## config.mk

```make
export PLATFORM = sky130hd
export DESIGN_NAME = matmul_nxn_seq
export DESIGN_NICKNAME = d
export VERILOG_FILES = /design/src/rtl/matmul_nxn_seq.sv
export SDC_FILE = /design/constraint.sdc
export NUM_CORES = 2
export LEC_CHECK = 0
export CAP_MARGIN = 20
export CORE_MARGIN = 2
export CORE_UTILIZATION = 57
export CTS_CLUSTER_SIZE = 24
export DETAILED_ROUTE_END_ITERATION = 7
export PLACE_DENSITY = 0.82
export SKIP_CTS_REPAIR_TIMING = 1
export SLEW_MARGIN = 20
export SYNTH_ARGS = -nofsm -noshare
export SYNTH_HDL_FRONTEND = slang
export SYNTH_SLANG_ARGS = --single-unit
```

## constraint.sdc

```tcl
create_clock -name clk -period 9.9 [get_ports clk]
set_clock_uncertainty 0.2 [all_clocks]
set_input_delay 1.98 -clock clk [delete_from_list [all_inputs] [get_ports clk]]
set_output_delay 1.98 -clock clk [all_outputs]
set_load 0.1 [all_outputs]
```

## src/rtl/matmul_nxn_seq.sv

```systemverilog
// Sequential NxN matrix multiplier: C = A x B or C = C + A x B, one row of C per N cycles.
// N column MACs run in parallel; results are saturated or wrapped to CW bits with a sticky ovf.
module matmul_nxn_seq #(
    parameter int unsigned N      = 4,
    parameter int unsigned DW     = 8,
    parameter int unsigned CW     = 16,
    parameter int unsigned SIGNED = 0,
    parameter int unsigned SAT    = 1
) (
    input  logic                clk,
    input  logic                rst_n,
    input  logic                start,
    input  logic                acc_mode,
    input  logic [N*N*DW-1:0]   a_flat,
    input  logic [N*N*DW-1:0]   b_flat,
    output logic [N*N*CW-1:0]   c_flat,
    output logic                busy,
    output logic                done,
    output logic                ovf
);

    localparam int unsigned PW = 2 * DW + $clog2(N);
    localparam int unsigned IW = ((CW > PW) ? CW : PW) + 1;
    localparam int unsigned XW = $clog2(N);

    typedef enum logic [1:0] {StIdle, StRun, StDone} state_e;

    state_e              state_q;
    logic [N*N*DW-1:0]   a_q, b_q;
    logic                acc_mode_q;
    logic [XW-1:0]       i_q, k_q;
    logic [IW-1:0]       acc_q [N];
    logic [CW-1:0]       c_q [N][N];

    logic [DW-1:0]       a_m [N][N];
    logic [DW-1:0]       b_m [N][N];
    logic [IW-1:0]       prod [N];
    logic [IW-1:0]       mac [N];
    logic [IW-1:0]       res [N];
    logic [CW-1:0]       red [N];
    logic [N-1:0]        row_ovf;

    for (genvar gi = 0; gi < N; gi++) begin : g_row
        for (genvar gj = 0; gj < N; gj++) begin : g_col
            assign a_m[gi][gj] = a_q[(gi*N+gj)*DW +: DW];
            assign b_m[gi][gj] = b_q[(gi*N+gj)*DW +: DW];
            assign c_flat[(gi*N+gj)*CW +: CW] = c_q[gi][gj];
        end
    end

    function automatic logic [IW-1:0] ext_d(input logic [DW-1:0] x);
        logic s;
        s = (SIGNED != 0) && x[DW-1];
        return {{(IW-DW){s}}, x};
    endfunction

    function automatic logic [IW-1:0] ext_c(input logic [CW-1:0] x);
        logic s;
        s = (SIGNED != 0) && x[CW-1];
        return {{(IW-CW){s}}, x};
    endfunction

    always_comb begin
        row_ovf = '0;
        for (int unsigned j = 0; j < N; j++) begin
            prod[j] = ext_d(a_m[i_q][k_q]) * ext_d(b_m[k_q][j]);
            mac[j]  = acc_q[j] + prod[j];
            res[j]  = mac[j] + (acc_mode_q ? ext_c(c_q[i_q][j]) : '0);
            // Out of range when the bits above the CW result are not a pure extension.
            if (SIGNED != 0) begin
                row_ovf[j] = !((&res[j][IW-1:CW-1]) || !(|res[j][IW-1:CW-1]));
            end else begin
                row_ovf[j] = |res[j][IW-1:CW];
            end
            red[j] = res[j][CW-1:0];
            if (SAT != 0 && row_ovf[j]) begin
                if (SIGNED != 0) begin
                    red[j] = {res[j][IW-1], {(CW-1){~res[j][IW-1]}}};
                end else begin
                    red[j] = '1;
                end
            end
        end
    end

    always_ff @(posedge clk or negedge rst_n) begin
        if (!rst_n) begin
            state_q    <= StIdle;
            a_q        <= '0;
            b_q        <= '0;
            acc_mode_q <= 1'b0;
            i_q        <= '0;
            k_q        <= '0;
            busy       <= 1'b0;
            done       <= 1'b0;
            ovf        <= 1'b0;
            for (int unsigned j = 0; j < N; j++) begin
                acc_q[j] <= '0;
                for (int unsigned r = 0; r < N; r++) begin
                    c_q[r][j] <= '0;
                end
            end
        end else begin
            unique case (state_q)
                StIdle: begin
                    done <= 1'b0;
                    if (start) begin
                        a_q        <= a_flat;
                        b_q        <= b_flat;
                        acc_mode_q <= acc_mode;
                        ovf        <= 1'b0;
                        i_q        <= '0;
                        k_q        <= '0;
                        busy       <= 1'b1;
                        state_q    <= StRun;
                    end
                end
                StRun: begin
                    if (k_q == XW'(N - 1)) begin
                        for (int unsigned j = 0; j < N; j++) begin
                            c_q[i_q][j] <= red[j];
                            acc_q[j]    <= '0;
                        end
                        if (|row_ovf) begin
                            ovf <= 1'b1;
                        end
                        k_q <= '0;
                        if (i_q == XW'(N - 1)) begin
                            state_q <= StDone;
                            done    <= 1'b1;
                            busy    <= 1'b0;
                        end else begin
                            i_q <= i_q + XW'(1);
                        end
                    end else begin
                        for (int unsigned j = 0; j < N; j++) begin
                            acc_q[j] <= mac[j];
                        end
                        k_q <= k_q + XW'(1);
                    end
                end
                StDone: begin
                    done    <= 1'b0;
                    state_q <= StIdle;
                end
                default: state_q <= StIdle;
            endcase
        end
    end

endmodule

```

---- Word-level counts from Yosys, hierarchy flattened ----
Index checks and enable logic that the tools add are counted.
cells by class
  bitwise logic cells ..................... 2
  muxes and demuxes ....................... 54
  $mul .................................... 4
  add/subtract/negate cells ............... 10
  equal/unequal tests ..................... 9
  reductions and logical operators ........ 18
  order comparisons ....................... 3
operator list
  operator              count
  $bwmux W256           4
  $demux W64 S2         4
  $mux W64              3
  $mux W32              5
  $add A19 B16 Y19      8
  $mux W16              9
  $bmux W32 S2          2
  $bmux W64 S2          1
  $mux W76              1
  $mul A8 B8 Y16        4
  $mux W48              1
  $bmux W8 S2           1
  $mux W8               2
  $mux W2               7
  $pmux W2 S2           3
  $reduce_and A4 Y1     3
  $reduce_or A12 Y1     1
  $reduce_or A3 Y1      4
  $ne A2 B2 Y1 const B  5
  $mux W1               8
  $eq A2 B2 Y1 const B  3
  $ge A3 B3 Y1 const B  2
  $not A2 Y3            2
  $pmux W1 S2           3
  other kinds (9)       14
storage, ports and cells
  register bits ........................... 598
  input bits .............................. 260
  output and inout bits ................... 259
  word-level logic and storage cells ...... 129

---- Longest topological paths before layout ----
  depth after elaboration ................. 16
  gate-level depth with buffers ........... 36
  mapped depth without buffers ............ 32

---- Worst setup path before layout ----
No wires, ideal clock.
  path type ............................... reg2reg
  start ................................... reg i_q[0]
  end ..................................... reg c_q, in the netlist c_flat[205]
  stages on the path, launching flop included .. 34
  buffers on the path ..................... 5
  setup slack ............................. 1277 ps
  arrival time ............................ 8340 ps
  path through ............................ dfrtp_1 -> buf_6 -> buf_1 -> buf_2 -> mux4_2 -> mux2_2 -> o21ai_1 -> clkbuf_1 -> nor2_1 -> fa_1 -> inv_1 -> fa_1 -> inv_1 -> fa_1 -> inv_1 -> fa_1 -> inv_1 -> ha_1 -> nand2_1 -> o21ai_0 -> o41ai_1 -> inv_1 -> a21oi_1 -> xnor2_1 -> ha_1 -> and2_1 -> o21a_1 -> a311oi_1 -> o21ai_0 -> a21oi_1 -> a2bb2oi_2 -> buf_4 -> nor2_1 -> o21ai_0
between the ends
  word-level cells in the longest chain between the ends .. 16
  elaborated cells between the ends (all ways) .. 46
ends and longest elaborated chain
  item                                          line         text
  from (decl)                                   31           logic [XW-1:0] i_q, k_q;
  from (signal assigned)                        133          i_q <= i_q + XW'(1);
  $not A2 Y3 (implied by the code) (*)          66, 68, 121
  $bmux W32 S2                                  66           prod[j] = ext_d(a_m[i_q][k_q]) * ext_d(b_m[k_q][j]);
  $mux W32 (implied by the code) (2 in series)  66
  $bmux W8 S2                                   66
  $mux W8 (implied by the code) (2 in series)   66
  $mul A8 B8 Y16                                66
  $add A19 B16 Y19                              67           mac[j] = acc_q[j] + prod[j];
  $add A19 B16 Y19                              68           res[j] = mac[j] + (acc_mode_q ? ext_c(c_q[i_q][j]) : '0);
  $reduce_or A3 Y1                              73           row_ovf[j] = |res[j][IW-1:CW];
  $mux W16                                      76           if (SAT != 0 && row_ovf[j]) begin
  $bwmux W256 (3 in series)                     121          c_q[i_q][j] <= red[j];
  $bwmux W256 (*)                               121
  to (signal, indexed assignment)               121
  to (decl)                                     33           logic [CW-1:0] c_q [N][N];
Mark *: on every way between the ends. The rest lies on a longest branch, timed or not. The select of a mux whose other input is x is not followed.
A chain may end at the register's enable or synchronous reset.

---- Worst setup path after layout ----
  start ................................... reg i_q[0]
  end ..................................... reg c_q, in the netlist c_flat[62]
The elaborated chain is that of the path after synthesis.

==> flow_metrics.py <==
metrics = {
    "run_status": {
        "status": "finished, final reports clean",
    },
    "cts": {
        "numCtsBuffers": 68,
        "insertion_delay_ns": 0.61,
        "htreeDepth": 3,
        "path_clk_slew_ns": 0.06,
        "cts_tree": "yes",
        "clk_root_buffer_cell": "clkbuf_16",
        "clock_path_buffers": 3,
        "cts_sinks": 598,
    },
    "timing": {
        "fin_crit_ns": 9.141,
        "fin_crit_sh_pct": 92.33,
        "maxSlewHeadroom_pct": 21.21,
        "tightest_slew_ns": 1.178,
        "rsz0062_at_grt": "no",
        "finalSetupViolations": 0,
        "fmax_ghz": 0.1094,
        "drv_slew": 0,
        "timing.final.hold_violations": 0,
        "whs_ns": 0.2691,
        "final.setup.tns_ns": 0,
    },
    "synthesis": {
        "synthArstFlopShare_pct": 100.0,
        "yosysUniqueCellTypes": 78,
        "yosysTopAreaCell": "dfrtp_1",
        "syn_nets": 5099,
        "synthFlopType": "dfrtp_1",
        "ys_top_cells_by_area": "dfrtp_1 (38%), nand2_1 (11%), fa_1 (10%)",
        "ys_seq_area_share_pct": 37.52,
        "syn_avg_cell_area_um2": 9.057,
        "synth_top_area_share_pct": 37.52,
        "netlist_instances": 4403,
        "ys_ff_latch": 598,
        "synth_edf_count": 0,
        "ys_warn_count": 0,
        "netlist_area_um2": 39880,
    },
    "global_routing": {
        "grt-ovfl-total": 0,
        "grtUsageMet3_pct": 5.251,
        "grt_util_all_layers_pct": 33.15,
        "grt.busiest_layer": "met2",
        "met1_usage_pct": 39.25,
        "antenna_found_initial": 6,
        "grt_pass1_wl_um": 185000,
        "grt_max_degree": 123,
        "grt_pass1_vias": 34090,
        "grt_util_met2_pct": 56.80,
    },
    "floorplan": {
        "rows": 96,
        "core_area_um2": 68950,
        "start_util_pct": 57.84,
        "io_pins": 519,
        "die-height_um": 268.5,
        "die_x_um": 268.5,
        "dieArea_um2": 72090,
    },
    "flow_run": {
        "maxCapViolCount": 0,
    },
    "placement": {
        "io_buffers": 518,
        "place_hpwl_um": 87360,
        "gp_congestion": 0.9313,
    },
    "route": {
        "via_count": 33650,
        "vias_per_cell": 5.791,
        "drt_iter0_drc": 2980,
        "detail-route-antenna-nets": 0,
        "first_pass_iters": 6,
        "routed_wl_um": 120000,
        "drc": 0,
        "wire_per_inst_um": 20.65,
    },
    "worst_setup_path": {
        "cp.arrival_ns": 9.39,
        "path_class": "register to register",
        "crit_path_start_kind": "register",
        "crit_slowest_cell": "dfrtp_4",
        "worst_path_largest_cell_delay_ns": 0.74,
        "worst_ep_required_time_ns": 10.15,
        "cp-end-kind": "register",
        "critical_path.max_fanout": 31,
    },
    "cells_and_area": {
        "area_growth_pct": 20.88,
        "final_net_count": 5512,
        "layout-drive-gt1-share_pct": 7.023,
    },
    "hold_path": {
        "hp-class": "register to register",
    },
}
==> routing by layer <==
| metal | vias up | part of all wire, % |
|---|---|---|
| met5 | - | 0 |
| met4 | 0 | 6.9 |
| li1 | 15250 | - |
| met3 | 439 | 6.3 |
| met1 | 16520 | 36 |
| met2 | 1444 | 51 |
==> worst max-delay path: cells and delay by family, from the launching register on <==
family	cells	cell delay [ns]
multiplexers	2	0.83
adder cells (fa/ha/maj)	7	3.02
flip-flops	1	0.74
AND/OR/NAND/NOR	2	0.29
AO/OA/AOI/OAI	12	2.38
buffers and inverters	7	1.32
XOR/XNOR	1	0.15
==> cell families (layout without fill, tap and decap cells) <==
logic type	after synthesis	after routing	share of synthesized area, %
AOI/OAI and AO/OA	664	664	10.17
xor gates and xnor gates	102	102	2.275
adders and majority gates	438	438	17.57
buffers and inverters	668	1135	6.469
DFF	598	598	37.52
muxes	169	169	7.834
other	0	10	0
and+or+nand+nor	1764	1764	18.15
==> per-stage QoR <==
| stage | std cells | instance area [um^2] | setup slack, ns | utilization, % |
|---|---|---|---|---|
| finish | 5811 | 48210 | 0.7594 | 69.92 |
| global route | 5807 | 48200 | 0.1990 | 69.91 |
| CTS | 5799 | 48140 | 0.6394 | 69.82 |
| detailed placement | 5675 | 45820 | 0.6785 | 66.46 |
| global placement | 5675 | 45820 | 0.9606 | 66.46 |
| floorplan | 4403 | 39880 | 1.277 | - |
==> flip-flops by register name (all words and copies together), names as in the netlist <==
name	count
b_q	128
k_q	2
busy	1
ovf	1
i_q	2
state_q	2
c_flat	256
a_q	128
acc_mode_q	1
acc_q	76
done	1
==> layout make-up <==
cell class / instances / area, um^2
antenna: 10 / 25.02
clock buffer: 84 / 1853
clock inverter: 40 / 466.7
fill: 5111 / 20740
inverter: 447 / 1679
multi-input combinational: 3137 / 22420
sequential: 598 / 14980
tap: 931 / 1165
timing repair buffer: 564 / 5622
==> cell usage after synthesis, drive strengths merged, types with 23 or more instances <==
cell,n
nand2,1139
dfrtp,598
inv,443
nor2,378
o21ai,252
ha,232
fa,204
clkbuf,175
a21oi,124
mux4,112
a31oi,110
and2,79
xnor2,64
buf,46
xor2,37
nand3,35
mux2i,32
o21a,30
a22o,25
mux2,25
nor2b,25
a21o,23
==> layout by cell type, fill, tap and decap left out, types with 37 or more instances in the layout <==
cell and n:
a21oi_1 115, a31oi_1 109, and2_1 78, buf_4 39, clkbuf_16 69, clkdlybuf4s50_1 517
dfrtp_1 594, fa_1 204, ha_1 232, inv_1 442, mux4_2 112, nand2_1 1138
nor2_1 377, o21ai_0 235, xnor2_1 64, xor2_1 37
==> final timing paths <==
kind | cells past startpoint | from | end | slack [ns]
max | 31 | i_q[0] | c_flat[62] | 0.76
min | 2 | b_q[19] | b_q[19] | 0.27
max reg2reg | 31 | i_q[0] | c_flat[62] | 0.76
min reg2reg | 2 | b_q[19] | b_q[19] | 0.27
max in group asynchronous | 3 | rst_n | c_flat[39] | 6.27
min in group asynchronous | 1 | rst_n | c_flat[83] | 1.20
Power is left out: the tool's default activity adds up to more than one toggle a clock period on the data nets, which glitch-free logic cannot reach.
